`src/rtl/fft_st_framer.sv`:
```
// rtl/fft_st_framer.sv - Avalon-ST framer feeding the FFT core plus peak-bin analyser on its output
//
// Source path: registers input samples into FFT packets of 2^clamp(cfg_log2_n) beats,
//   with SOP/EOP and {real, imag, fftpts, inverse} packed into src_data.
// Sink path: checks framing of the FFT output stream and publishes, once per frame,
//   the bin with the largest |re|+|im| together with the frame exponent and an error flag.
// Ports:
//   clk_clk, reset_reset_n                       clock, asynchronous active-low reset
//   cfg_log2_n, cfg_inverse, cfg_clear           run-time configuration, sticky clear pulse
//   in_valid/in_ready/in_real/in_imag            sample input stream
//   src_valid/src_ready/src_sop/src_eop/
//   src_error/src_data                           stream towards the FFT core
//   snk_valid/snk_ready/snk_sop/snk_eop/
//   snk_error/snk_data                           stream from the FFT core
//   result_valid/bin/mag/exp/err                 per-frame peak report
//   err_sticky                                   any error since last clear
module fft_st_framer #(
    parameter int DATA_W     = 16,
    parameter int LOG2_N_MAX = 10,
    parameter int EXP_W      = 6
) (
    input  logic                           clk_clk,
    input  logic                           reset_reset_n,
    input  logic [3:0]                     cfg_log2_n,
    input  logic                           cfg_inverse,
    input  logic                           cfg_clear,
    input  logic                           in_valid,
    output logic                           in_ready,
    input  logic [DATA_W-1:0]              in_real,
    input  logic [DATA_W-1:0]              in_imag,
    output logic                           src_valid,
    input  logic                           src_ready,
    output logic                           src_sop,
    output logic                           src_eop,
    output logic [1:0]                     src_error,
    output logic [2*DATA_W+LOG2_N_MAX+1:0] src_data,
    input  logic                           snk_valid,
    output logic                           snk_ready,
    input  logic                           snk_sop,
    input  logic                           snk_eop,
    input  logic [1:0]                     snk_error,
    input  logic [2*DATA_W+EXP_W-1:0]      snk_data,
    output logic                           result_valid,
    output logic [LOG2_N_MAX-1:0]          result_bin,
    output logic [DATA_W:0]                result_mag,
    output logic [EXP_W-1:0]               result_exp,
    output logic                           result_err,
    output logic                           err_sticky
);

    localparam logic [0:0] WAIT_SOP = 1'b0;
    localparam logic [0:0] IN_FRAME = 1'b1;

    localparam logic [LOG2_N_MAX-1:0] IDX_ONE = 1;
    localparam logic [LOG2_N_MAX:0]   PTS_ONE = 1;

    function automatic logic [3:0] clamp_log2(input logic [3:0] c);
        if (c < 4'd3) return 4'd3;
        if (int'(c) > LOG2_N_MAX) return 4'(LOG2_N_MAX);
        return c;
    endfunction

    // Index of the last beat of a 2^k frame, i.e. 2^k - 1.
    function automatic logic [LOG2_N_MAX-1:0] last_index(input logic [3:0] k);
        logic [LOG2_N_MAX-1:0] r;
        for (int i = 0; i < LOG2_N_MAX; i++) r[i] = (i < int'(k));
        return r;
    endfunction

    // One extra bit so that |-2^(DATA_W-1)| is representable.
    function automatic logic [DATA_W:0] abs_ext(input logic [DATA_W-1:0] x);
        logic [DATA_W:0] xe;
        xe = {x[DATA_W-1], x};
        return xe[DATA_W] ? -xe : xe;
    endfunction

    // ---------------- source path ----------------
    logic [LOG2_N_MAX-1:0] sidx;
    logic [LOG2_N_MAX-1:0] src_last;
    logic                  src_inv;
    logic [LOG2_N_MAX-1:0] cur_last;
    logic                  cur_inv;
    logic                  accept;

    assign in_ready  = !src_valid || src_ready;
    assign accept    = in_valid && in_ready;
    assign src_error = 2'b00;

    // Frame size and direction are taken live on the first beat, then held for the frame.
    always_comb begin
        cur_last = src_last;
        cur_inv  = src_inv;
        if (sidx == '0) begin
            cur_last = last_index(clamp_log2(cfg_log2_n));
            cur_inv  = cfg_inverse;
        end
    end

    always_ff @(posedge clk_clk or negedge reset_reset_n) begin
        if (!reset_reset_n) begin
            src_valid <= 1'b0;
            src_sop   <= 1'b0;
            src_eop   <= 1'b0;
            src_data  <= '0;
            src_last  <= '0;
            src_inv   <= 1'b0;
            sidx      <= '0;
        end else if (accept) begin
            src_valid <= 1'b1;
            src_sop   <= (sidx == '0);
            src_eop   <= (sidx == cur_last);
            src_data  <= {in_real, in_imag, {1'b0, cur_last} + PTS_ONE, cur_inv};
            src_last  <= cur_last;
            src_inv   <= cur_inv;
            sidx      <= (sidx == cur_last) ? '0 : sidx + IDX_ONE;
        end else if (src_ready) begin
            src_valid <= 1'b0;
        end
    end

    // ---------------- sink path ----------------
    logic [0:0]            state;
    logic [LOG2_N_MAX-1:0] sidx_snk;
    logic [LOG2_N_MAX-1:0] snk_last;
    logic [LOG2_N_MAX-1:0] peak_bin;
    logic [DATA_W:0]       peak_mag;
    logic [EXP_W-1:0]      exp_q;
    logic                  frame_err;

    logic [DATA_W-1:0]     beat_re;
    logic [DATA_W-1:0]     beat_im;
    logic [EXP_W-1:0]      beat_exp;
    logic [DATA_W:0]       mag;
    logic                  last_beat;
    logic                  mag_gt;
    logic                  beat_err;
    logic                  pub;
    logic [LOG2_N_MAX-1:0] pub_bin;
    logic [DATA_W:0]       pub_mag;
    logic [EXP_W-1:0]      pub_exp;
    logic                  pub_err;
    logic                  drop;

    assign snk_ready = 1'b1;
    assign beat_re   = snk_data[2*DATA_W+EXP_W-1 -: DATA_W];
    assign beat_im   = snk_data[DATA_W+EXP_W-1 -: DATA_W];
    assign beat_exp  = snk_data[EXP_W-1:0];
    assign mag       = abs_ext(beat_re) + abs_ext(beat_im);

    always_comb begin
        last_beat = (sidx_snk == snk_last);
        mag_gt    = (mag > peak_mag);
        beat_err  = frame_err | (|snk_error) | (snk_eop != last_beat);
        pub       = 1'b0;
        pub_bin   = peak_bin;
        pub_mag   = peak_mag;
        pub_exp   = exp_q;
        pub_err   = 1'b1;
        drop      = 1'b0;
        if (snk_valid) begin
            if (state == WAIT_SOP) begin
                drop = !snk_sop;
            end else if (snk_sop) begin
                // Unexpected SOP: the frame in progress is cut short and reported as bad.
                pub = 1'b1;
            end else if (snk_eop || last_beat) begin
                pub     = 1'b1;
                pub_bin = mag_gt ? sidx_snk : peak_bin;
                pub_mag = mag_gt ? mag : peak_mag;
                pub_exp = beat_exp;
                pub_err = beat_err;
            end
        end
    end

    always_ff @(posedge clk_clk or negedge reset_reset_n) begin
        if (!reset_reset_n) begin
            state     <= WAIT_SOP;
            sidx_snk  <= '0;
            snk_last  <= '0;
            peak_bin  <= '0;
            peak_mag  <= '0;
            exp_q     <= '0;
            frame_err <= 1'b0;
        end else if (snk_valid) begin
            if (snk_sop) begin
                state     <= IN_FRAME;
                snk_last  <= last_index(clamp_log2(cfg_log2_n));
                sidx_snk  <= IDX_ONE;
                peak_bin  <= '0;
                peak_mag  <= mag;
                exp_q     <= beat_exp;
                frame_err <= (|snk_error) | snk_eop;
            end else if (state == IN_FRAME) begin
                if (mag_gt) begin
                    peak_bin <= sidx_snk;
                    peak_mag <= mag;
                end
                exp_q     <= beat_exp;
                frame_err <= beat_err;
                if (snk_eop || last_beat) begin
                    state    <= WAIT_SOP;
                    sidx_snk <= '0;
                end else begin
                    sidx_snk <= sidx_snk + IDX_ONE;
                end
            end
        end
    end

    always_ff @(posedge clk_clk or negedge reset_reset_n) begin
        if (!reset_reset_n) begin
            result_valid <= 1'b0;
            result_bin   <= '0;
            result_mag   <= '0;
            result_exp   <= '0;
            result_err   <= 1'b0;
            err_sticky   <= 1'b0;
        end else begin
            result_valid <= pub;
            if (pub) begin
                result_bin <= pub_bin;
                result_mag <= pub_mag;
                result_exp <= pub_exp;
                result_err <= pub_err;
            end
            // A new error takes priority over a simultaneous clear.
            if (drop || (pub && pub_err)) begin
                err_sticky <= 1'b1;
            end else if (cfg_clear) begin
                err_sticky <= 1'b0;
            end
        end
    end

endmodule
```
`config.mk`:
```
export PLATFORM = sky130hd
export DESIGN_NAME = fft_st_framer
export DESIGN_NICKNAME = d
export VERILOG_FILES = /design/src/rtl/fft_st_framer.sv
export SDC_FILE = /design/constraint.sdc
export NUM_CORES = 1
export LEC_CHECK = 0
export CAP_MARGIN = 30
export CELL_PAD_IN_SITES_DETAIL_PLACEMENT = 1
export CELL_PAD_IN_SITES_GLOBAL_PLACEMENT = 1
export CORE_UTILIZATION = 40
export DETAILED_ROUTE_END_ITERATION = 16
export PLACE_DENSITY_LB_ADDON = 0.2
export SYNTH_ARGS = -nofsm -noshare
export SYNTH_HDL_FRONTEND = slang
export SYNTH_SLANG_ARGS = --single-unit
```
`constraint.sdc`:
```
create_clock -name clk_clk -period 3.9 [get_ports clk_clk]
set_clock_uncertainty 0.2 [all_clocks]
set_input_delay 0.39 -clock clk_clk [delete_from_list [all_inputs] [get_ports clk_clk]]
set_output_delay 0.39 -clock clk_clk [all_outputs]
set_load 0.01 [all_outputs]
```
== Yosys cells after proc, flatten, opt, wreduce, memory -nomap -nowiden ==
Index checks and enable logic that the tools add are counted.

* Register bits after elaboration: 159
* Input port bits: 85
* Output and inout bits: 87
* Logic and storage cells: 135

* Add/sub/neg operators: 6
* $lt $le $gt $ge: 23
* Equality and inequality tests: 3
* Muxes and demuxes: 66
* Bitwise logic cells: 3
* Reduce and logical (&&, ||, !) cells: 14

{| class="wikitable"
|+ Operators with widths
! cell !! number
|-
| 2-to-1 mux 17 bit || 9
|-
| 2-to-1 mux 10 bit || 12
|-
| 2-to-1 mux 4 bit || 9
|-
| 2-to-1 mux 6 bit || 6
|-
| negator 17 bit || 2
|-
| < comparator 3 x 4 -> 1 bit, first input constant || 8
|-
| 2-to-1 mux 1 bit || 30
|-
| adder 10 x 1 -> 10 bit, second input constant || 2
|-
| equality test 10 bit || 2
|-
| adder 17 bit || 1
|-
| greater-than comparator 17 bit || 1
|-
| < comparator 1 x 4 -> 1 bit, first input constant || 4
|-
| < comparator 2 x 4 -> 1 bit, first input constant || 4
|-
| < comparator 4 bit, first input constant || 4
|-
| adder 10 x 1 -> 11 bit, second input constant || 1
|-
| logical NOT 10 bit || 1
|-
| nonzero test 2 bit || 3
|-
| greater-than comparator 4 bit, second input constant || 1
|-
| < comparator 4 x 2 -> 1 bit, second input constant || 1
|-
| AND reduction 2 bit || 2
|-
| logical OR 1 bit || 3
|-
| bitwise OR 1 bit || 3
|-
| logical AND 1 bit || 2
|-
| logical NOT 1 bit || 2
|-
| 2 further kinds || 2
|}

== Longest topological paths before layout ==
Gate-level depths: netlist of the first run.

* Word-level depth: 12
* Mapped depth: 20
* Gate-level depth less buffers: 19

== Worst setup path before layout of the first run ==
No wires, ideal clock.

* Kind: input-to-reg
* From: input snk_data[28]
* To: register peak_mag[0]
* Setup time: 79 ps
* Arrival time: 5,111 ps
* Required time: 3,621 ps
* Path slack: -1,490 ps
* Stages: 19
* Path buffers: 2
* Cells stage by stage: or4_1 > or3_1 > o21ai_0 > xnor2_1 > ha_1 > clkbuf_1 > nand2_1 > or3_1 > or3_1 > o21a_1 > o311ai_1 > ha_1 > nand2_1 > o21ai_0 > a2111oi_0 > a21boi_1 > o31a_1 > clkbuf_1 > mux2i_1

* Cells in the longest elaborated chain, start to end: 7

{| class="wikitable"
|+ Ends and longest elaborated chain
! item !! line !! RTL
|-
| from (decl) || 42 || <nowiki>input logic [2*DATA_W+EXP_W-1:0] snk_data,</nowiki>
|-
| negator 17 bit || 74 || <nowiki>return xe[DATA_W] ? -xe : xe;</nowiki>
|-
| 2-to-1 mux 17 bit * || 74 ||
|-
| adder 17 bit * || 148 || <nowiki>assign mag = abs_ext(beat_re) + abs_ext(beat_im);</nowiki>
|-
| greater-than comparator 17 bit * || 152 || <nowiki>mag_gt = (mag > peak_mag);</nowiki>
|-
| 2-to-1 mux 17 bit * (3 in a row) || - ||
|-
| to (signal assigned) || 191 || <nowiki>peak_mag <= mag;</nowiki>
|-
| to (signal assigned) || 197 || <nowiki>peak_mag <= mag;</nowiki>
|-
| to (decl) || 126 || <nowiki>logic [DATA_W:0] peak_mag;</nowiki>
|}

Every way passes the cells marked *; elsewhere a longest branch is shown, timed or not. The select of a mux whose other input is x is not followed.
A chain may end at the register's enable or synchronous reset.

== Worst setup path in the final report of the first run ==
* From: input snk_data[28]
* To: register result_bin[9]

* Cells in the longest elaborated chain, start to end: 9

{| class="wikitable"
|+ Ends and longest elaborated chain
! item !! line !! RTL
|-
| negator 17 bit || 74 ||
|-
| 2-to-1 mux 17 bit * || 74 ||
|-
| adder 17 bit * || 148 ||
|-
| greater-than comparator 17 bit * || 152 ||
|-
| 2-to-1 mux 10 bit * || - ||
|-
| 2-to-1 mux 10 bit * || 166 || <nowiki>end else if (snk_eop || last_beat) begin</nowiki>
|-
| 2-to-1 mux 10 bit * || 163 || <nowiki>end else if (snk_sop) begin</nowiki>
|-
| 2-to-1 mux 10 bit * || 161 || <nowiki>if (state == WAIT_SOP) begin</nowiki>
|-
| 2-to-1 mux 10 bit * || 160 || <nowiki>if (snk_valid) begin</nowiki>
|-
| to (signal assigned) || 222 || <nowiki>result_bin <= pub_bin;</nowiki>
|-
| to (decl) || 44 || <nowiki>output logic [LOG2_N_MAX-1:0] result_bin,</nowiki>
|}

Every way passes the cells marked *; elsewhere a longest branch is shown, timed or not.

==> summary.md, run 1 <==
| Metric | Value |
|---|---|
| Post-route DRC | 0 |
| Unrepaired setup endpoints after global routing | true |
| Detailed placement HPWL | ~19,000 um |
| CTS H-tree lvls | 4 |
| Clock tree from TritonCTS | built |
| Capturing element type of the critical path | flop |
| Arrival time at the worst endpoint | 5.37 ns |
| Source-to-sink clock delay at the later pin of the worst-skew pair | about 0.43 ns |
| WS Path Type | input pin to flop |
| Final antenna diode count | 0 |
| Post-route cell area | around 13,000 sq um |
| Cell type with the highest occurrence count on the critical path | sky130_fd_sc_hd__buf_6 |
| Maxcap violations | 0 |
| Layout area overhead | 47.8% |
| Routed length per instance | a little under 20 um |
| Critical path cell sequence | buf_6 > or4_4 > or3_4 > or3_4 > o21ai_2 > xnor2_1 > ha_1 > buf_6 > nand4_1 > a32o_2 > a31oi_4 > xor2_1 > ha_1 > a21oi_2 > o21ai_4 > a2111oi_4 > a21boi_4 > nor3_4 > buf_6 > buf_12 > buf_4 > a221oi_4 |
| Post-Syn Instances | approximately 960 |
| CTS buffer count | 17 |
| Routed Antenna Nets | 0 |
| Cell area after technology mapping | between 8000 and 9000 sq um |
| Post-detailed-routing wire length | 30,000 um |
| Number of antenna violations at the first check in global routing | 0 |
| Worst hold-check path type | flop to flop |
| Leakage | between 5 and 6 nW |
| Die footprint | ~23,000 sq um |
| Post-layout net count | between 1,000 and 1,500 |
| Minimum clock period after layout | between 5 and 6 ns |
| Number of top-level design ports | around 170 |
| Iter 0 DRT Violations | 326 |
| Placed instance area | around 12,000 sq um |
| Library cell contributing the largest single delay on the critical path | sky130_fd_sc_hd__or4_4 |
| Number of vias after detailed routing | about 8,300 |
| Violations in the final reports | setup timing |
| Number of cell rows | 53 |
| Outcome | finished with violations |
| Hold Slack | between 0.2 and 0.3 ns |
| GP Congestion | around 0.80 |
| Critical Path RT | about 4.0 ns |
| Overflow left after global routing | 0 |
| Buffers on Ports | 168 |
| Slew Limit Fails | 0 |
| Initial Utilization | between 40% and 50% |
| Layout cell share with drive strength beyond 1 | between 20% and 30% |
| Longest individual stage delay on the worst path | about 0.53 ns |
| Clock sinks | ~160 |
| Remaining max-slew budget at the tightest pin | between 40% and 50% |
| First-pass GRT wire length | 46,600 um |
| Area of the placeable core | ~21,000 sq um |
| Most instantiated flip-flop cell in the synthesis netlist | sky130_fd_sc_hd__dfrtp_1 |
| Routed via count divided by cell count | around 5.4 |
| Die Wd | approximately 150 um |
| Final setup TNS | -68.05 ns |
| Count of unique library cells instantiated by Yosys | 67 |
| Register bit count reported by yosys | about 160 |
| Clock tree root driver cell | sky130_fd_sc_hd__clkbuf_16 |
| Slew at the pin with the worst max-slew slack | roughly 0.81 ns |
| Maximum fanout along the worst path | 5 |
| Die span in y | 150 um |
| Warnings from Yosys | 0 |
| Avg Synthesized Cell Area | roughly 9.2 sq um |
| Clock transition at the register clock pins on the worst setup and hold paths after CTS | approximately 0.07 ns |
| Count of final setup violators | 54 |
| Via count of the first global-routing pass | 8,901 |
| Pre-Repair DR Iteration Count | 4 |
| Number of enable flip-flop cells after synthesis | 0 |
| Post-synthesis sequential area ratio | between 40 and 50% |
| Fmax | between 150 and 200 MHz |
| Largest net degree at the start of global routing | between 60 and 70 |
| Global Route Usage Sum | between 20% and 30% |
| Share of synthesized registers carrying an async set or reset | 100% |
| Peak supply drop | roughly 0.00031 V |
| Power Dens Cells | 556 nW/um^2 |
| Post-route fraction of the period consumed by the critical path | 134% |
| Critical Path Source Type | input pin |
| Final number of hold-violating endpoints | 0 |
| Maximum clock insertion buffer count | 2 |
| Setup WS post-layout | -1.35 ns |
-- synth_stat cells (all sizes together), types with 4 or more instances --
master / n / share of area (%)
o21ai: 58 / 3.3
mux2: 17 / 2.2
o41ai: 4 / 0.40
nor3: 14 / 0.98
nand4: 12 / 0.85
nor2: 63 / 2.7
clkbuf: 34 / 1.5
a221oi: 22 / 2.3
nor4: 11 / 1.1
nor2b: 9 / 0.64
o21a: 6 / 0.51
a211oi: 7 / 0.60
nand2: 183 / 7.8
xor2: 16 / 1.6
or3: 7 / 0.50
buf: 8 / 0.54
a31oi: 6 / 0.43
ha: 40 / 5.7
xnor2: 53 / 5.3
dfrtp: 158 / 45
nand3: 17 / 0.97
mux2i: 19 / 2.2
o31ai: 11 / 0.99
a22o: 10 / 0.99
or4: 9 / 0.81
a21oi: 30 / 1.7
o211ai: 4 / 0.34
nand2b: 15 / 1.1
a21o: 7 / 0.60
inv: 69 / 2.9
-- worst max-delay path: cells and delay by family --
kind                       cells  cell delay [ns]
AOI/OAI and AO/OA              8             1.86
and+or+nand+nor                5             1.47
xor gates and xnor gates       2             0.33
adders and majority gates      2             0.66
buffers and inverters          5             0.63
-- cell families (layout without fill, tap and decap cells) --
kind of cell               after synthesis  in the layout  synth area share (%)
DFF                                    158            158                  44.9
xor gates and xnor gates                69             69                  6.86
AOI/OAI and AO/OA                      185            185                  14.1
and+or+nand+nor                        355            355                  18.9
adders and majority gates               41             41                  5.91
other                                    2              3                0.0852
muxes                                   36             36                  4.33
buffers and inverters                  112            402                  4.98
-- final timing paths --
| check | from | endpoint | slack (ns) | depth (start not counted) |
|---|---|---|---|---|
| max | snk_data[28] | result_bin[9] | -1.35 | 22 |
| min | src_data[6] | src_data[6] | 0.27 | 2 |
| max reg2reg | sidx_snk[3] | result_bin[9] | 0.07 | 11 |
| min reg2reg | src_data[6] | src_data[6] | 0.27 | 2 |
| max in group asynchronous | reset_reset_n | snk_last[5] | 2.25 | 3 |
| min in group asynchronous | reset_reset_n | result_mag[3] | 0.31 | 2 |
-- stage by stage --
step | setup WS [ns] | power, mW | util, % | instances
after global routing | -1.44 | 7.60 | 61.2 | 1524
after detailed placement | -2.12 | 4.82 | 55.0 | 1463
after floorplan | -1.03 | 3.55 | - | 959
after global placement | -1.82 | 4.70 | 55.0 | 1463
after CTS | -1.04 | 6.87 | 59.9 | 1513
final | -1.35 | 7.25 | 61.2 | 1524
-- flip-flops by register name, summed over array words and instances, names as in the netlist --
signal	count
peak_bin	10
result_valid	1
sidx	10
frame_err	1
result_exp	6
peak_mag	17
result_bin	10
src_valid	1
src_sop	1
sidx_snk	10
result_err	1
state	1
src_eop	1
src_last	10
err_sticky	1
exp_q	6
snk_last	10
result_mag	17
src_data	44
-- final cells by class --
| type | count | area (sq um) |
|---|---|---|
| Sequential cell | 158 | 3950 |
| Tap cell | 275 | 344 |
| Timing Repair Buffer | 300 | 2850 |
| Fill cell | 2363 | 8260 |
| Clock buffer | 18 | 429 |
| Multi-Input combinational cell | 689 | 5040 |
| Inverter | 70 | 263 |
| Clock inverter | 14 | 149 |
-- cells in the final DEF (no fill, tap or decap), types with 6 or more instances in the layout --
| cell type | n |
|---|---|
| sky130_fd_sc_hd__nand2_1 | 180 |
| sky130_fd_sc_hd__dfrtp_1 | 158 |
| sky130_fd_sc_hd__clkdlybuf4s50_1 | 155 |
| sky130_fd_sc_hd__buf_4 | 112 |
| sky130_fd_sc_hd__inv_1 | 68 |
| sky130_fd_sc_hd__nor2_1 | 62 |
| sky130_fd_sc_hd__xnor2_1 | 51 |
| sky130_fd_sc_hd__o21ai_0 | 47 |
| sky130_fd_sc_hd__ha_1 | 37 |
| sky130_fd_sc_hd__a21oi_1 | 27 |
| sky130_fd_sc_hd__nand3_1 | 17 |
| sky130_fd_sc_hd__a221oi_2 | 17 |
| sky130_fd_sc_hd__clkbuf_16 | 17 |
| sky130_fd_sc_hd__xor2_1 | 16 |
| sky130_fd_sc_hd__mux2i_1 | 16 |
| sky130_fd_sc_hd__nand2b_1 | 15 |
| sky130_fd_sc_hd__nand4_1 | 12 |
| sky130_fd_sc_hd__mux2_2 | 12 |
| sky130_fd_sc_hd__nor3_1 | 11 |
| sky130_fd_sc_hd__buf_6 | 11 |
| sky130_fd_sc_hd__a22o_1 | 10 |
| sky130_fd_sc_hd__buf_12 | 10 |
| sky130_fd_sc_hd__nor2b_1 | 9 |
| sky130_fd_sc_hd__nor4_1 | 9 |
| sky130_fd_sc_hd__or3_4 | 7 |
| sky130_fd_sc_hd__a21o_1 | 7 |
| sky130_fd_sc_hd__or4_4 | 6 |
-- power by group --
part	total, mW	switching, mW	internal [mW]	leakage, nW
combinational	3.34	1.66	1.68	3.58
clock	1.69	0.782	0.908	0.289
sequential	2.22	0.246	1.98	1.96
-- per-layer routing --
metal	global-route usage [%]	up-vias	routed length [um]
li1	-	3866	-
met1	32.4	4121	12600
met2	45.1	210	15100
met3	5.94	62	1390
met4	9.90	0	908
met5	0	-	0
-- timing repair --
action / 4_1_cts / 5_1_grt
setup buffers: 17 / 12
gates resized for setup: 93 / 33
pin swaps: 16 / 21
setup endpoints to repair: 54 / 54
hold buffers: 1 / 0
hold endpoints to repair: 66 / 0
cloned: 2 / 0
Power figures use the tool's default switching activity.
==> run 2: changes to the inputs <==
Settings changed: CTS_BUF_LIST set to sky130_fd_sc_hd__clkbuf_16, TNS_END_PERCENT set to 20.
==> run 2 against run 1 <==
Effect of this change:
- maximum frequency grew 1.3%
- critical path depth is 1 lower
- clock power shrank 4%
- die area is the same
- worst setup slack better by 0.066 ns
- clock-buffer cell count is 1 lower
- the flow still finishes with violations (setup timing)
- sequential power hardly changed
- critical endpoint is now result_mag[10]
- routed wire length decreased by 4.3%
- total power is 5.3% lower
- non-clock buffer count fell by 4
==> summary.md, run 2 (synthesis gave the netlist of run 1 again) <==
| Metric | Value |
|---|---|
| Outcome | finished with violations |
| Violations in the final reports | setup timing |
| Number of vias after detailed routing | 8,176 (-1.0%) |
| Power Dens Cells | 536 nW/um^2 (-3.7%) |
| Critical path cell sequence | clkdlybuf4s50_1 > or3_1 > or3_4 > o21ai_2 > xnor2_1 > ha_1 > nand2_2 > buf_6 > or3_4 > buf_4 > o21ai_4 > o311ai_4 > ha_4 > nand2_2 > o21ai_2 > a2111oi_2 > a21boi_2 > buf_4 > nor3_4 > clkbuf_16 > mux2_4 |
| Wire length on met1 | 12,300 um (-2.9%) |
| Clock sinks | 158 (unchanged) |
| Pre-Repair DR Iteration Count | 5 (+1) |
| Final number of hold-violating endpoints | 0 (unchanged) |
| Largest registers ranked by flip-flop count | src_data x44, peak_mag x17, result_mag x17 |
| Remaining max-slew budget at the tightest pin | 46.4% (+0.84 points) |
| Met3 WL post-DR | 1120 um (-20%) |
| CP Buf/Inv Count | 5 (unchanged) |
| Library cell contributing the largest single delay on the critical path | sky130_fd_sc_hd__or3_1 |
| Maxcap violations | 0 (unchanged) |
| Worst hold-check path type | flop to flop |
| Routed length per instance | 18.9 um (-4.0%) |
| Source-to-sink clock delay at the later pin of the worst-skew pair | 0.44 ns (about the same) |
| Detailed placement HPWL | 19,100 um (+0.59%) |
| Minimum clock period after layout | 5.18 ns (-0.0662 ns) |
| Longest individual stage delay on the worst path | 0.50 ns (-0.03 ns) |
| Critical Path Source Type | input pin |
| Die span in y | 150 um (unchanged) |
| Post-layout net count | 1,358 (-0.29%) |
| Iter 0 DRT Violations | 285 (-13%) |
| Capturing element type of the critical path | flop |
| Final core occ | 60.2% (-1.0 points) |
| Highest-count cells in the layout ignoring fill and taps | 180 x sky130_fd_sc_hd__nand2_1, 158 x sky130_fd_sc_hd__dfrtp_1, 156 x sky130_fd_sc_hd__clkdlybuf4s50_1 |
| Die Wd | 150 um (unchanged) |
| Clock tree from TritonCTS | built |
| Routed met2 length | 15,100 um (-0.29%) |
| Area of the placeable core | 21,300 sq um (unchanged) |
| Post-route fraction of the period consumed by the critical path | 133% (-1.7 points) |
| Number of antenna violations at the first check in global routing | 0 (unchanged) |
| Maximum clock insertion buffer count | 2 (unchanged) |
| Uppermost layer routed | met4 |
| Crit path depth | 21 (-4.5%) |
| Layout cell share with drive strength beyond 1 | 21.0% (-1.2 points) |
| Post-detailed-routing wire length | 28,800 um (-4.3%) |
| Post-route DRC | 0 (unchanged) |
| Number of placed instances, taps included | 1,464 (+0.068%) |
| Peak supply drop | 0.000331 V (+6.2%) |
| Initial Utilization | 41.4% (unchanged) |
| Count of final setup violators | 54 (unchanged) |
| Post-route non-filler standard cell count | 1,520 (-0.26%) |
| Endpoint of the most critical register-to-register path | result_exp[2] |
| Critical R2R Launch | sidx_snk[8] |
| Worst-case setup slack after placement | -1.95 ns (+0.172 ns) |
| Fmax | 193 MHz (+1.3%) |
| Maximum fanout along the worst path | 6 (+1) |
| Final antenna diode count | 0 (unchanged) |
| Hold depth | 2 (unchanged) |
| Setup WS post-layout | -1.28 ns (+0.0662 ns) |
| Arrival time at the worst endpoint | 5.30 ns (-0.07 ns) |
| CTS H-tree lvls | 4 (unchanged) |
| Via count of the first global-routing pass | 8,730 (-1.9%) |
| Post-route cell area | 12,800 sq um (-1.7%) |
| Routed via count divided by cell count | 5.38 (-0.74%) |
| WS Path Type | input pin to flop |
| Largest net degree at the start of global routing | 77 (+12%) |
| GP Congestion | 0.855 (+6.3%) |
| Global Route Usage Sum | 24.6% (-1.8 points) |
| Clock tree root driver cell | sky130_fd_sc_hd__clkbuf_16 |
| Routed Antenna Nets | 0 (unchanged) |
| CP top delay family | simple AND/OR/NAND/NOR gates |
| Placed instance area | 11,700 sq um (-0.25%) |
| Critical Path RT | 4.02 ns (about the same) |
| First-pass GRT wire length | 43,900 um (-5.8%) |
| Layout area overhead | 45.4% |
| Startpoint of the worst hold path | src_data[15] |
| Overflow left after global routing | 0 (unchanged) |
| Hold-critical path endpoint | src_data[15] |
| Die footprint | 22,600 sq um (unchanged) |
| Number of top-level design ports | 172 (unchanged) |
| Most frequent standard cell in the layout excluding fill and tap cells | sky130_fd_sc_hd__nand2_1 |
| Flip-flop count of the largest register after layout | 44 (unchanged) |
| Slew at the pin with the worst max-slew slack | 0.797 ns (-0.0124 ns) |
| Number of cells on the worst reg-to-reg path | 10 (-1) |
| Worst reg2reg setup slack | 0.63 ns (+0.56 ns) |
| Unrepaired setup endpoints after global routing | true |
| Leakage | 5.75 nW (-1.4%) |
| Register ranked first by flip-flop count | src_data |
| Number of cell rows | 53 (unchanged) |
| CTS buffer count | 17 (unchanged) |
| Slew Limit Fails | 0 (unchanged) |
| Total power consumption of the routed design | 6.86 mW (-5.3%) |
| Buffers on Ports | 168 (unchanged) |
| Clock transition at the register clock pins on the worst setup and hold paths after CTS | 0.07 ns (about the same) |
-- run 2: how the worst max path moves through the flow --
stage                       startpoint             end  slack (ns)
after floorplan           snk_data[12]  result_mag[12]       -1.03
after global placement    snk_data[12]  result_mag[16]       -2.20
after detailed placement  snk_data[12]  result_mag[10]       -1.95
after CTS                 snk_data[11]    peak_mag[10]       -1.20
after global routing      snk_data[24]  result_mag[10]       -1.38
final                     snk_data[24]  result_mag[10]       -1.28
-- run 2: repair_timing --
action / CTS / global route
cloned: 0 / 5
pin swaps: 32 / 32
hold endpoints to repair: 74 / 0
hold buffers: 1 / 0
buffers inserted: 13 / 6
gates resized for setup: 46 / 64
setup endpoints to repair: 54 / 54
-- run 2: layout make-up --
cell class / count / area [sq um]
Inverter: 70 / 263
Clock inverter: 15 / 144
Sequential cell: 158 / 3950
Clock buffer: 17 / 425
Multi-Input combinational cell: 689 / 4920
Timing Repair Buffer: 296 / 2770
Tap cell: 275 / 344
Fill cell: 2359 / 8470
-- run 2: tightest hold or removal path, delay by kind of cell (launching register included) --
kind          cells  cell delay (ns)
flops             1             0.34
simple gates      2             0.10
-- run 2: layer usage --
| metal | up-vias | track usage (%) |
|---|---|---|
| met2 | 154 | 43.7 |
| met4 | 0 | 5.51 |
| li1 | 3848 | - |
| met3 | 29 | 4.76 |
| met1 | 4145 | 30.8 |
| met5 | - | 0 |
-- run 2: power by group --
| part | internal, mW | switching [mW] | leakage (nW) |
|---|---|---|---|
| Combinational | 1.53 | 1.50 | 3.52 |
| Clock | 0.846 | 0.786 | 0.270 |
| Sequential | 1.98 | 0.228 | 1.96 |
| Total | 4.35 | 2.52 | 5.75 |
-- run 2: per-stage QoR --
stage	hold slack, ns	setup TNS (ns)
finish	0.275	-61.18
floorplan	-0.106	-54.12
global placement	0.253	-103.84
CTS	0.268	-61.41
global route	0.292	-67.63
detailed placement	0.261	-98.37
